--- src/rtl/ps2_host_rx_if.sv ---
// ps2_host_rx_if: byte delivery channel from the PS/2 receiver to its consumer.
// The receiver drives the byte and its error pulses. The consumer drives byte_ready.
interface ps2_host_rx_if;
  logic       byte_valid;
  logic       byte_ready;
  logic [7:0] byte_data;
  logic       parity_error;
  logic       frame_error;

  modport master (
    output byte_valid,
    output byte_data,
    output parity_error,
    output frame_error,
    input  byte_ready
  );

  modport slave (
    input  byte_valid,
    input  byte_data,
    input  parity_error,
    input  frame_error,
    output byte_ready
  );
endinterface

--- src/rtl/ps2_host_rx.sv ---
// ps2_host_rx: PS/2 keyboard receive front-end.
// - Synchronises and de-glitches the PS/2 pad inputs.
// - Frames 11-bit device-to-host transfers and checks odd parity.
// - Delivers bytes over a valid/ready channel.
// - Holds the PS/2 clock low while no further byte can be stored.
// Optional macro PS2_HOST_RX_FIFO_EN replaces the single holding register with a 4-entry FIFO.
module ps2_host_rx #(
  parameter int unsigned FILTER_CYCLES  = 8,
  parameter int unsigned TIMEOUT_CYCLES = 50000
) (
  input  logic          clk,
  input  logic          reset,
  input  logic          ps2_in__clk,
  input  logic          ps2_in__data,
  output logic          ps2_out__clk,
  output logic          ps2_out__data,
  ps2_host_rx_if.master bus
);

  localparam int unsigned FiltW = $clog2(FILTER_CYCLES + 1);
  localparam int unsigned ToW   = $clog2(TIMEOUT_CYCLES + 1);

  typedef enum logic [1:0] {StIdle, StData, StParity, StStop} state_e;

  // Input conditioning
  logic [1:0]       clk_sync_q, data_sync_q;
  logic             clk_s, data_s;
  logic             filt_q, filt_d;
  logic [FiltW-1:0] filt_cnt_q, filt_cnt_d;
  logic             fall;

  // Framing
  state_e         state_q, state_d;
  logic [2:0]     bit_cnt_q, bit_cnt_d;
  logic [7:0]     shift_q, shift_d;
  logic           parity_q, parity_d;
  logic [ToW-1:0] to_cnt_q, to_cnt_d;
  logic           perr_d, ferr_d;
  logic           perr_q, ferr_q;
  logic           push;

  // Storage
  logic full, pop, can_push;
  logic oclk_q;

  assign clk_s  = clk_sync_q[1];
  assign data_s = data_sync_q[1];

  // Two-flop synchronisers on both pads; idle bus level is high.
  always_ff @(posedge clk) begin
    if (reset) begin
      clk_sync_q  <= 2'b11;
      data_sync_q <= 2'b11;
    end else begin
      clk_sync_q  <= {clk_sync_q[0], ps2_in__clk};
      data_sync_q <= {data_sync_q[0], ps2_in__data};
    end
  end

  // Glitch filter: the filtered clock follows only after FILTER_CYCLES differing samples.
  always_comb begin
    filt_d     = filt_q;
    filt_cnt_d = '0;
    fall       = 1'b0;
    if (clk_s != filt_q) begin
      if (filt_cnt_q == FiltW'(FILTER_CYCLES - 1)) begin
        filt_d = clk_s;
        fall   = filt_q;
      end else begin
        filt_cnt_d = filt_cnt_q + 1'b1;
      end
    end
  end

  // Filter state register.
  always_ff @(posedge clk) begin
    if (reset) begin
      filt_q     <= 1'b1;
      filt_cnt_q <= '0;
    end else begin
      filt_q     <= filt_d;
      filt_cnt_q <= filt_cnt_d;
    end
  end

  // Frame decoder next-state, error classification and timeout.
  always_comb begin
    state_d   = state_q;
    bit_cnt_d = bit_cnt_q;
    shift_d   = shift_q;
    parity_d  = parity_q;
    to_cnt_d  = to_cnt_q;
    perr_d    = 1'b0;
    ferr_d    = 1'b0;
    push      = 1'b0;

    unique case (state_q)
      StIdle: begin
        to_cnt_d = '0;
        if (fall) begin
          if (!data_s) begin
            state_d   = StData;
            bit_cnt_d = '0;
          end else begin
            ferr_d = 1'b1;
          end
        end
      end
      StData: begin
        if (fall) begin
          shift_d   = {data_s, shift_q[7:1]};
          bit_cnt_d = bit_cnt_q + 3'd1;
          if (bit_cnt_q == 3'd7) state_d = StParity;
        end
      end
      StParity: begin
        if (fall) begin
          parity_d = data_s;
          state_d  = StStop;
        end
      end
      StStop: begin
        if (fall) begin
          state_d = StIdle;
          if (!data_s) begin
            ferr_d = 1'b1;
          end else if (!(^{shift_q, parity_q})) begin
            // Odd parity over data plus parity bit must give XOR = 1.
            perr_d = 1'b1;
          end else if (!can_push) begin
            // Device ignored the inhibit: drop the new byte.
            ferr_d = 1'b1;
          end else begin
            push = 1'b1;
          end
        end
      end
      default: state_d = StIdle;
    endcase

    if (state_q != StIdle) begin
      if (fall) begin
        to_cnt_d = '0;
      end else if (to_cnt_q == ToW'(TIMEOUT_CYCLES - 1)) begin
        state_d  = StIdle;
        ferr_d   = 1'b1;
        to_cnt_d = '0;
        shift_d  = '0;
      end else begin
        to_cnt_d = to_cnt_q + 1'b1;
      end
    end
  end

  // Frame decoder state and registered error pulses.
  always_ff @(posedge clk) begin
    if (reset) begin
      state_q   <= StIdle;
      bit_cnt_q <= '0;
      shift_q   <= '0;
      parity_q  <= 1'b0;
      to_cnt_q  <= '0;
      perr_q    <= 1'b0;
      ferr_q    <= 1'b0;
    end else begin
      state_q   <= state_d;
      bit_cnt_q <= bit_cnt_d;
      shift_q   <= shift_d;
      parity_q  <= parity_d;
      to_cnt_q  <= to_cnt_d;
      perr_q    <= perr_d;
      ferr_q    <= ferr_d;
    end
  end

  assign pop      = bus.byte_valid && bus.byte_ready;
  // A pop in the same cycle frees the slot the new byte needs.
  assign can_push = !full || pop;

`ifdef PS2_HOST_RX_FIFO_EN
  logic [7:0] mem_q [4];
  logic [1:0] wr_ptr_q, rd_ptr_q;
  logic [2:0] count_q;

  assign full           = (count_q == 3'd4);
  assign bus.byte_valid = (count_q != 3'd0);
  assign bus.byte_data  = mem_q[rd_ptr_q];

  // Four-entry FIFO; 2-bit pointers wrap naturally from 3 to 0.
  always_ff @(posedge clk) begin
    if (reset) begin
      for (int i = 0; i < 4; i++) mem_q[i] <= '0;
      wr_ptr_q <= '0;
      rd_ptr_q <= '0;
      count_q  <= '0;
    end else begin
      if (push) begin
        mem_q[wr_ptr_q] <= shift_q;
        wr_ptr_q        <= wr_ptr_q + 2'd1;
      end
      if (pop) rd_ptr_q <= rd_ptr_q + 2'd1;
      if (push && !pop) count_q <= count_q + 3'd1;
      else if (pop && !push) count_q <= count_q - 3'd1;
    end
  end
`else
  logic [7:0] hold_q;
  logic       valid_q;

  assign full           = valid_q;
  assign bus.byte_valid = valid_q;
  assign bus.byte_data  = hold_q;

  // Single holding register; a push in the accept cycle keeps valid high.
  always_ff @(posedge clk) begin
    if (reset) begin
      hold_q  <= '0;
      valid_q <= 1'b0;
    end else if (push) begin
      hold_q  <= shift_q;
      valid_q <= 1'b1;
    end else if (pop) begin
      valid_q <= 1'b0;
    end
  end
`endif

  // Inhibit only between frames, so a device transfer is never cut short.
  always_ff @(posedge clk) begin
    if (reset) oclk_q <= 1'b1;
    else       oclk_q <= !(full && (state_q == StIdle));
  end

  assign ps2_out__clk     = oclk_q;
  assign ps2_out__data    = 1'b1;
  assign bus.parity_error = perr_q;
  assign bus.frame_error  = ferr_q;

endmodule

--- src/flat_wrapper.sv ---
// flat-port wrapper written by rule: the top's interface ports become plain ports
module ps2_host_rx_flat 
#(
  parameter int unsigned FILTER_CYCLES  = 8,
  parameter int unsigned TIMEOUT_CYCLES = 50000
)
  (clk, reset, ps2_in__clk, ps2_in__data, ps2_out__clk, ps2_out__data, bus_byte_valid, bus_byte_data, bus_parity_error, bus_frame_error, bus_byte_ready);
  ps2_host_rx_if bus_i ();
  input  logic clk;
  input  logic reset;
  input  logic ps2_in__clk;
  input  logic ps2_in__data;
  output logic ps2_out__clk;
  output logic ps2_out__data;
  output wire logic [$bits(bus_i.byte_valid)-1:0] bus_byte_valid;
  output wire logic [$bits(bus_i.byte_data)-1:0] bus_byte_data;
  output wire logic [$bits(bus_i.parity_error)-1:0] bus_parity_error;
  output wire logic [$bits(bus_i.frame_error)-1:0] bus_frame_error;
  input wire logic [$bits(bus_i.byte_ready)-1:0] bus_byte_ready;
  assign bus_byte_valid = bus_i.byte_valid;
  assign bus_byte_data = bus_i.byte_data;
  assign bus_parity_error = bus_i.parity_error;
  assign bus_frame_error = bus_i.frame_error;
  assign bus_i.byte_ready = bus_byte_ready;
  ps2_host_rx #(.FILTER_CYCLES(FILTER_CYCLES), .TIMEOUT_CYCLES(TIMEOUT_CYCLES)) u_core (.clk(clk), .reset(reset), .ps2_in__clk(ps2_in__clk), .ps2_in__data(ps2_in__data), .ps2_out__clk(ps2_out__clk), .ps2_out__data(ps2_out__data), .bus(bus_i));
endmodule
--- config.mk ---
export PLATFORM = sky130hd
export DESIGN_NAME = ps2_host_rx_flat
export DESIGN_NICKNAME = d
export VERILOG_FILES = /design/src/rtl/ps2_host_rx_if.sv /design/src/rtl/ps2_host_rx.sv /design/src/flat_wrapper.sv
export SDC_FILE = /design/constraint.sdc
export NUM_CORES = 1
export LEC_CHECK = 0
export ABC_AREA = 1
export ABC_CLOCK_PERIOD_IN_PS = 1920
export CORE_MARGIN = 10
export CORE_UTILIZATION = 40
export DETAILED_ROUTE_END_ITERATION = 7
export DONT_BUFFER_PORTS = 1
export GPL_TIMING_DRIVEN = 0
export PLACE_DENSITY = 0.53
export SLEW_MARGIN = 30
export SYNTH_ARGS = -nofsm -noshare
export SYNTH_HDL_FRONTEND = slang
export SYNTH_SLANG_ARGS = --single-unit
--- constraint.sdc ---
create_clock -name clk -period 1.92 [get_ports clk]
set_clock_uncertainty 0.15 [all_clocks]
set_input_delay 0.384 -clock clk [delete_from_list [all_inputs] [get_ports clk]]
set_output_delay 0.384 -clock clk [all_outputs]
set_load 0.03 [all_outputs]
# Yosys cells after proc, flatten, opt, wreduce, memory -nomap -nowiden
# Index checks and enable logic that the tools add are counted.
[totals]
register_bits = 51
latchBits = 0
mem_bits_rw = 0
romBits = 0
mem_count = 0
[op_classes]
add_sub_neg = 3
multipliers = 0
n_div = 0
magnitude_cmp = 0
eq_ne = 10
shifts = 0
muxes = 43
bitwise_logic = 4
reduce_logical = 16
[ops]
columns = ["cell", "count"]
rows = [
  ["$mux W16", 4],
  ["$mux W8", 5],
  ["$mux W1", 19],
  ["$mux W2", 9],
  ["$add A16 B1 Y16 const B", 1],
  ["$eq A16 B16 Y1 const B", 1],
  ["$mux W3", 3],
  ["$reduce_xor A9 Y1", 1],
  ["$pmux W2 S4", 1],
  ["$reduce_bool A2 Y1", 4],
  ["$pmux W3 S2", 1],
  ["$add A4 B1 Y4 const B", 1],
  ["$eq A2 B2 Y1 const B", 2],
  ["$eq A4 B3 Y1 const B", 1],
  ["$ne A2 B1 Y1 const B", 2],
  ["$not A1 Y1", 4],
  ["$reduce_and A2 Y1", 2],
  ["$reduce_and A4 Y1", 1],
  ["$reduce_or A4 Y1", 1],
  ["$add A3 B1 Y3 const B", 1],
  ["$eq A3 B3 Y1 const B", 1],
  ["$reduce_or A3 Y1", 1],
  ["$eq A2 B1 Y1 const B", 1],
  ["$logic_and A1 B1 Y1", 2],
  ["other kinds (6)", 7],
]

# Logic depth before layout (Yosys ltp)
# Gate-level depths: netlist (run 1).
[logic_depth]
word_depth = 10
mapped_depth = 13
depth_no_buf = 12

# Worst setup path before layout (run 1)
# No wires, ideal clock.
[synth_path]
path_type = "register to register"
startpoint = "register u_core.filt_cnt_q[0]"
endpoint = "register u_core.bit_cnt_q[1]"
setup_time_ns = 0.133
arrival_ns = 1.455
path_slack_ns = 0.183
stages_incl_launch_ff = 11
period_less_slack_ns = 1.737
cell_sequence = "dfxtp_1 > ha_1 > nand2_2 > nor2_4 > inv_2 > nor3_4 > inv_4 > a21oi_2 > o21ai_0 > nand2_1 > a21oi_1"
[synth_via]
elab_chain_cells = 5
elab_cells_between_ends = 6
cone_classes = "eq/ne (3); mux (2); reduce/logical (1)"
[synth_lines]
columns = ["item", "line", "source"]
rows = [
  ["from (decl)", "ps2_host_rx.sv:29", "logic [FiltW-1:0] filt_cnt_q, filt_cnt_d;"],
  ["from (signal assigned)", "ps2_host_rx.sv:82", "filt_cnt_q <= filt_cnt_d;"],
  ["$eq A4 B3 Y1 *", "ps2_host_rx.sv:66", "if (filt_cnt_q == FiltW'(FILTER_CYCLES - 1)) begin"],
  ["$mux W1 *", "ps2_host_rx.sv:66", ""],
  ["$mux W1 *", "ps2_host_rx.sv:65", "if (clk_s != filt_q) begin"],
  ["$ne A2 B1 Y1 (no source line)", "-", ""],
  ["$reduce_and A4 Y1 (no source line) *", "-", ""],
  ["to (signal assigned)", "ps2_host_rx.sv:167", "bit_cnt_q <= bit_cnt_d;"],
  ["to (decl)", "ps2_host_rx.sv:34", "logic [2:0] bit_cnt_q, bit_cnt_d;"],
]
# Every way passes the cells marked *; elsewhere a longest branch is shown, timed or not.
# A chain may end at the register's enable or synchronous reset.

# Final worst setup path (run 1)
[layout_path]
startpoint = "register u_core.filt_cnt_q[1]"
endpoint = "register u_core.hold_q[7] (netlist: u_core.bus.byte_data[7])"
[layout_via]
elab_chain_cells = 5
[layout_lines]
columns = ["item", "line", "source"]
rows = [
  ["$eq A4 B3 Y1", "ps2_host_rx.sv:66", ""],
  ["$mux W1", "ps2_host_rx.sv:66", ""],
  ["$mux W1", "ps2_host_rx.sv:65", ""],
  ["$mux W1", "ps2_host_rx.sv:123", "if (fall) begin"],
  ["$mux W1", "ps2_host_rx.sv:97", "unique case (state_q)"],
  ["to (signal assigned)", "ps2_host_rx.sv:220", "hold_q <= shift_q;"],
  ["to (decl)", "ps2_host_rx.sv:207", "logic [7:0] hold_q;"],
]
# No other way between the ends.

==> results.md, run 1 <==
- The clock insertion delay at the later pin of the skew report is 300 ps.
- The routing usage on met3 is 2.96%.
- The post-route netlist has 17.6% of its cells at a drive strength greater than 1.
- The initial utilization of the core area, before any placement, comes to 41.3%.
- The clock period minus final worst setup slack is 1880 ps.
- Data on the critical path arrives at its endpoint at 1970 ps.
- The first global-routing pass estimated 8.48 mm of wire.
- The endpoint of the worst-slack reg-to-reg timing path is u_core.bus.byte_data[7]$_SDFFE_PP0P_.
- The worst register-to-register path begins at u_core.filt_cnt_q[1]$_SDFF_PP0_.
- The flow ran to the end, and the final reports show no timing, DRC or antenna violations.
- On the worst path, the slowest cell contributes a delay of 360 ps.
- The cell type with the highest aggregate area in the netlist is dfxtp_1.
- After detailed routing, the average wire length per cell comes to 11.3 um.
- The number of buffers inserted during clock tree synthesis is 5.
- The post-synthesis instance total is 334.
- The number of nets produced by synthesis is 347.
- The clock net in this run drives a total of 51 sinks.
- The endpoint required time on the critical path is 2010 ps.
- The die boundary height is 98.2 um.
- The critical path goes through ha_4, nand2_4, nor2_4, inv_2, nor3_4, buf_6, nand2_4, nor2_4, nand2_4, clkinv_8, nand2_4, a21oi_2.
- The cell count along the critical path is 12.
- The placed wire-length estimate after detailed placement is 3.48 mm.
- The number of antenna diodes in the final layout is 0.
- The number of hold violations in the final report was 0.
- The placement-stage worst setup slack is -80.3 ps.
- The post-synthesis register bit count is 51.
- TritonCTS built the clock tree.
- The total area inside the core boundary comes to 5920 um2.
- In this run the most used layer during global routing was met2.
- On the critical path, the stage with the largest delay is an instance of dfxtp_2.
- The worst hold-check slack is 31.6 ps.
- Of all nets on the critical path, the largest fanout is 6.
- The number of DRC violations after detailed routing is 0.
- The fraction of synthesized cell area taken by the top area cell type is 41.7%.
- The synthesis-to-finish area growth is 16.1%.
- In this run the remaining antenna-violating nets after routing total 0.
- The number of library cell types mapped by synthesis is 40.
- The global placer's final weighted congestion is 0.859.
- The average cell area after synthesis is 7.33 um2.
- The worst setup path startpoint is u_core.filt_cnt_q[1]$_SDFF_PP0_.
- Dividing the final minimum period by the clock period gives 98.1%.
- Global routing consumed, on the met1 layer, 11.4% of the routing resources.
- For this run, the number of Yosys warnings is 0.
- The DRC marker count from the first detailed-route iteration is 68.
- The setup path with the least slack is of type register to register.
- The first TritonRoute pass finished after 4 iterations.
- Counting along the longest clock path gives a buffer depth of 2.
- The power density over cell area is 691 nW/um2.
- The cell that appears most often on the critical path is nand2_4.
- After detailed routing, the total wire length is 4.85 mm.
- Clock tree synthesis selected as its root buffer the cell clkbuf_8.
- The leakage power is 1.18 nW.
- The capture point of the critical path is u_core.bus.byte_data[7]$_SDFFE_PP0P_.
- The kind of cell with the highest combined delay on the critical path is simple AND/OR/NAND/NOR gates.
- The chip width is 98.2 um.
- The number of hold-repair buffers added at the cts stage is 0.
- The type of element launching the critical path is a register.
- The worst-case vdd ir drop is 550 uV.
- Setup slack on the critical path of the routed design comes to 36.7 ps.
- The die footprint is 9650 um2.
- In this run the worst hold path is classified as primary input to register.
- The via count of the first global-routing pass is 1921.
- Global routing used 10.4% of the available tracks.
- The final route contains 1994 vias.
- Setup repair after global routing could not meet its margin everywhere.
- The achievable frequency is 531 MHz.
- Summed over all layers, the global routing overflow is 0.
- The detailed-route vias per instance is 4.67.
- The worst register-to-register path has a setup slack of 40 ps.
- In this run the core area contains 28 standard-cell rows.
- The cell area that synthesis handed to floorplanning was 2450 um2.
- The number of antenna violations at the first check in global routing is 0.
- Input and output buffers added on the ports amount to 0.
- Setup violations remaining at the end of the flow were counted as 0.
- The number of cells on the worst reg-to-reg path is 12.
- Max-cap violations in this run came to 0.
- Entering global routing, the biggest net connects 16 pins.
- The net count reported at finish is 364.
- Together, buffers and inverters on the worst path number 3.
- The final max-slew violation count is 0.
- The clock tree synthesis step divided the H-tree into 2 levels.
- The kind of end point of the critical path is a register.
- The met2 demand-to-capacity share in global routing is 18.5%.
- After synthesis, the cell types taking the most area are dfxtp_1, nand2_1, nor2_1, inv_1, ha_1.
- The number of top-level pins is 18.
- Clock-pin slew was measured on the worst setup and hold paths at 90 ps.
- The fraction of the yosys area taken by sequential cells is 41.7%.
## cells by family after synthesis
family          Yosys count  share of synthesized area [%]
simple gates            175                           32.1
flops                    51                           41.7
compound gates           46                           11.6
buf+inv                  46                           7.87
fa+ha+maj                 8                           4.09
xor+xnor                  7                           2.51
other cells               1                          0.153
## worst reg2reg max path: cells and delay by family (launching register included)
kind                       cells  cell delay (ps)
buffers and inverters          3              310
DFF                            1              360
adders and majority gates      1              150
AOI/OAI and AO/OA              1              100
and+or+nand+nor                7              760
## cell usage after synthesis, drive strengths merged
cell type / number
a211oi: 2
a21oi: 21
a221oi: 2
a31oi: 2
and2: 1
buf: 2
clkbuf: 5
clkinv: 1
conb: 1
dfxtp: 51
ha: 8
inv: 38
nand2: 84
nand3: 16
nand4: 3
nor2: 60
nor3: 5
nor3b: 2
o211ai: 1
o21a: 1
o21ai: 14
o21bai: 2
o22ai: 1
or2: 4
xnor2: 2
xor2: 5
## placed cells by master, fill, tap and decap left out, drive strengths merged
cell,instances
a211oi,2
xor2,5
nor3b,2
conb,1
nor3,5
a21oi,21
or2,4
o21a,1
a31oi,2
o22ai,1
inv,38
nor2,60
nand2,85
and2,1
clkinv,2
ha,8
o211ai,1
xnor2,2
a221oi,2
clkbuf,11
nand4,3
nand3,16
buf,10
o21ai,14
dfxtp,51
bufinv,2
o21bai,2
## how the worst min path moves through the flow
| stage | slack [ps] | to | startpoint | depth (start not counted) |
|---|---|---|---|---|
| 3_5_place_dp | 250 | u_core.data_sync_q[1]$_SDFF_PP1_ | u_core.data_sync_q[0]$_SDFF_PP1_ | 1 |
| 2_1_floorplan | 240 | u_core.clk_sync_q[1]$_SDFF_PP1_ | u_core.clk_sync_q[0]$_SDFF_PP1_ | 1 |
| 3_3_place_gp | 240 | u_core.data_sync_q[1]$_SDFF_PP1_ | u_core.data_sync_q[0]$_SDFF_PP1_ | 1 |
| 5_1_grt | 10 | u_core.clk_sync_q[0]$_SDFF_PP1_ | ps2_in__clk | 1 |
| 6_report | 30 | u_core.clk_sync_q[0]$_SDFF_PP1_ | ps2_in__clk | 1 |
| 4_1_cts | 20 | u_core.data_sync_q[0]$_SDFF_PP1_ | ps2_in__data | 1 |
## final cells by class
class	count	area, um2
fillers	608	3080
multi-input cells	238	1320
flip-flops and latches	51	1020
inverters	39	164
well taps	75	93.8
clock buffers	6	72.6
repair buffers	8	63.8
clock inverters	2	60.1
plain buffers	7	36.3
repair inverters	1	8.76
## registers in the layout, summed over array words and instances (netlist names), 2 cells and up
register and cells:
u_core.to_cnt_q 16, u_core.shift_q 8, u_core.data_sync_q 2, u_core.state_q 2, u_core.bit_cnt_q 3, u_core.clk_sync_q 2, u_core.bus.byte_data 8, u_core.filt_cnt_q 4
## through the flow
step	TNS, ps	total power [W]	util (%)	cells	area [um2]
4_1_cts	-92.1	0.00200	47.1	425	2790
3_5_place_dp	-642	0.00112	42.9	409	2540
3_3_place_gp	-629	0.00112	42.9	409	2540
6_report	0	0.00196	48.0	427	2840
5_1_grt	-578	0.00204	48.0	427	2840
2_1_floorplan	0	0.00111	-	334	2450
## what timing repair did
item,in CTS,in global routing
setup buffers,6,2
gates cloned,2,0
resized for setup,18,15
pin swaps,7,4
setup endpoints to repair,19,28
## power by group
group | switching (W) | leakage (nW) | internal, W
Combinational | 0.0000203 | 0.707 | 0.0000105
Clock | 0.000345 | 0.0654 | 0.000521
Sequential | 0.00000428 | 0.413 | 0.00106
## routing by layer
layer	wire, um	up-vias	share of wire (%)
met4	44	0	0.91
met2	2400	28	49
li1	-	1091	-
met3	212	4	4.4
met1	2190	871	45
met5	0	-	0
No activity file was read; power rests on OpenSTA's default activity.
==> run 2, diff against run 1 <==
- ABC_CLOCK_PERIOD_IN_PS: 1920 -> 2100
- SLEW_MARGIN: 30 -> default
- clock period: 1.92 -> 2.1 ns (I/O delays scaled with it)
==> run 2 against run 1 <==
Effect of this change:
- design area fell by 5.0%
- worst hold slack improved by 36 ps
- clock-buffer cell count is the same
- sequential power down 9%
==> results.md, run 2 (synthesized netlist as in run 1, its figures left out) <==
- The run finished with clean final reports.
- The via count of the first global-routing pass was 1864 (-3.0%).
- The global routing usage summed across all routing layers was 9.96% (-0.39 points).
- The TritonCTS clock tree is yes.
- The worst hold path begins at ps2_in__clk.
- The number of DRC violations after detailed routing is 0 (unchanged).
- The most numerous cell on the critical path is nand2_2.
- The starting density of the core is 41.3% (unchanged).
- The detailed-route vias per instance is 4.63 (-0.80%).
- The total congestion overflow is 0 (unchanged).
- The highest net fanout along the worst path came to 9 (+3).
- The layout cell share with drive strength beyond 1 is 12.2% (-5.4 points).
- The worst setup margin came to 107 ps (+70.6 ps).
- The number of routed nets with antenna violations is 0 (unchanged).
- The worst setup path is launched from a register.
- The number of antenna repair diodes is 0 (unchanged).
- Walking the worst path, the cells encountered are ha_2, nand2_2, nor2_4, inv_2, nor3_4, buf_6, nand2_2, nor2_2, nand2_4, o21ai_0, nor2_1.
- The leakage power is 1.09 nW (-7.7%).
- By startpoint and endpoint, the worst setup path is classified as register to register.
- The worst hold-check slack is 67.8 ps (+36.2 ps).
- The master cell of the clock root buffer is clkbuf_8.
- The port buffer count is 0 (unchanged).
- The clock insertion delay at the later pin of the skew report is 300 ps (about the same).
- The number of rows created at floorplan is 28 (unchanged).
- The number of optimization iterations in the first detailed-route pass is 4 (unchanged).
- The type of the tightest min-delay check is primary input to register.
- The wire length of the first global-routing pass came to 8.20 mm (-3.3%).
- Setup repair after global routing could not meet its margin everywhere.
- The number of flip-flops under the largest register name is 16 (unchanged).
- The final max-slew violation count was 0 (unchanged).
- The chip width was 98.2 um (unchanged).
- The reg2reg setup slack is 110 ps (+70 ps).
- The cell area after placement is 2540 um2 (unchanged).
- The launch point of the worst reg-to-reg path is u_core.filt_cnt_q[0]$_SDFF_PP0_.
- The library cell used most frequently in the layout, excluding fill and tap cells, is nand2_1.
- The maximum level of the CTS H-tree is 2 (unchanged).
- The DRC marker count from the first detailed-route iteration is 60 (-12%).
- In this run the tightest slew margin relative to its limit is 65.5%.
- The placed wire-length estimate after detailed placement came to 3.48 mm (unchanged).
- The number of hold violations in the final report was 0 (unchanged).
- The die footprint is 9650 um2 (unchanged).
- The via count of the routed design is 1941 (-2.7%).
- The synthesis-to-finish area growth is 10.3%.
- The number of antenna violations at the first check in global routing is 0 (unchanged).
- The area inside the core boundary is 5920 um2 (unchanged).
- The clock period minus final worst setup slack is 1990 ps (+109 ps).
- The portion of the clock cycle consumed by the worst path in the final layout is 94.9% (-3.2 points).
- The achievable frequency is 502 MHz (-5.5%).
- The worst setup path startpoint is u_core.filt_cnt_q[0]$_SDFF_PP0_.
- The most flop-heavy register is u_core.to_cnt_q.
- The number of sinks driven by the clock tree is 51 (unchanged).
- The number of maximum-capacitance constraint violations is 0 (unchanged).
- The maximum number of pins on one net before global-route repair came to 16 (unchanged).
- The clock tree buffer depth is 2 (unchanged).
- The number of buffers inserted during clock tree synthesis is 5 (unchanged).
- The endpoint required time on the critical path was 2140 ps (+130 ps).
- The wire length after detailed routing is 4.59 mm (-5.2%).
- The count of buffering cells on the critical path with inverters included is 2 (-1).
- The global placer's final weighted congestion is 0.859 (unchanged).
- The total non-filler cell area in the finished layout is 2700 um2 (-5.0%).
- The number of top-level pins is 18 (unchanged).
- Among cell families on the critical path, the largest total delay comes from simple AND/OR/NAND/NOR gates.
- The net count reported at finish was 356 (-2.2%).
- The placement-stage worst setup slack came to 99.7 ps (+180 ps).
- The power density over cell area is 664 nW/um2 (-3.9%).
- The routed wire length per instance is 11.0 um (-3.4%).
- Among all stages on the critical path, the largest delay is contributed by dfxtp_2.
- In the layout the commonest cells are nand2_1, nor2_1, dfxtp_1.
- For the pin with the worst max-slew slack, the measured transition is 517 ps.
- The post-CTS clock slew at the launch and capture registers of the worst setup and hold paths came to 90 ps (about the same).
- The die boundary height came to 98.2 um (unchanged).
- The worst-case vdd ir drop is 503 uV (-8.6%).
- The final setup violation count is 0 (unchanged).
- The data arrival time of the worst path is 2040 ps (+70 ps).
- The peak per-stage delay on the critical path is 350 ps (about the same).
- The worst setup path is captured at a register.
## run 2: metrics by stage
step | setup TNS, ps | total power [W] | util [%] | std cells
CTS | 0 | 0.00182 | 45.2 | 417
detailed placement | 0 | 0.00102 | 42.9 | 409
global route | -113 | 0.00186 | 45.6 | 419
finish | 0 | 0.00179 | 45.6 | 419
floorplan | 0 | 0.00102 | - | 334
global placement | 0 | 0.00102 | 42.9 | 409
## run 2: cell type report
cell class	instances	area [um2]
sequential	51	1020
inverter	39	159
tap	75	93.8
multi-input combinational	237	1240
clock inverter	2	60.1
clock buffer	6	72.6
buffer	7	36.3
fill	613	3220
timing repair buffer	2	18.8
## run 2: power breakdown
| part | total [W] | leakage (nW) | internal [W] | switching [W] |
|---|---|---|---|---|
| combinational | 0.0000254 | 0.617 | 0.00000784 | 0.0000176 |
| clock | 0.000792 | 0.0654 | 0.000476 | 0.000316 |
| sequential | 0.000974 | 0.412 | 0.000970 | 0.00000355 |
| total | 0.00179 | 1.09 | 0.00145 | 0.000337 |
## run 2: layer usage
layer / GRT usage, % / vias to the layer above / routed length [um]
li1: - / 1075 / -
met2: 17.3 / 17 / 2150
met3: 2.96 / 6 / 188
met4: 3.64 / 0 / 50
met1: 11.3 / 843 / 2210
met5: 0 / - / 0
## run 2: timing repair
item                                    in CTS  in global routing
endpoints found under the setup margin       0                 12
buffers inserted                             0                  2
hold buffers                                 0                  0
endpoints found under the hold margin        0                  0
gates resized for setup                      0                  8
## run 2: final timing paths
path,to,cells past startpoint
max,u_core.bus.byte_data[2]$_SDFFE_PP0P_,11
max reg2reg,u_core.bus.byte_data[2]$_SDFFE_PP0P_,11
min reg2reg,u_core.data_sync_q[1]$_SDFF_PP1_,1
min,u_core.clk_sync_q[0]$_SDFF_PP1_,1
## run 2: worst register-to-register path: cells and delay by family (launching register included)
kind	cells	cell delay, ps
flip-flops	1	350
adder cells (fa/ha/maj)	1	180
AND/OR/NAND/NOR	7	800
AO/OA/AOI/OAI	1	180
buffers and inverters	2	210
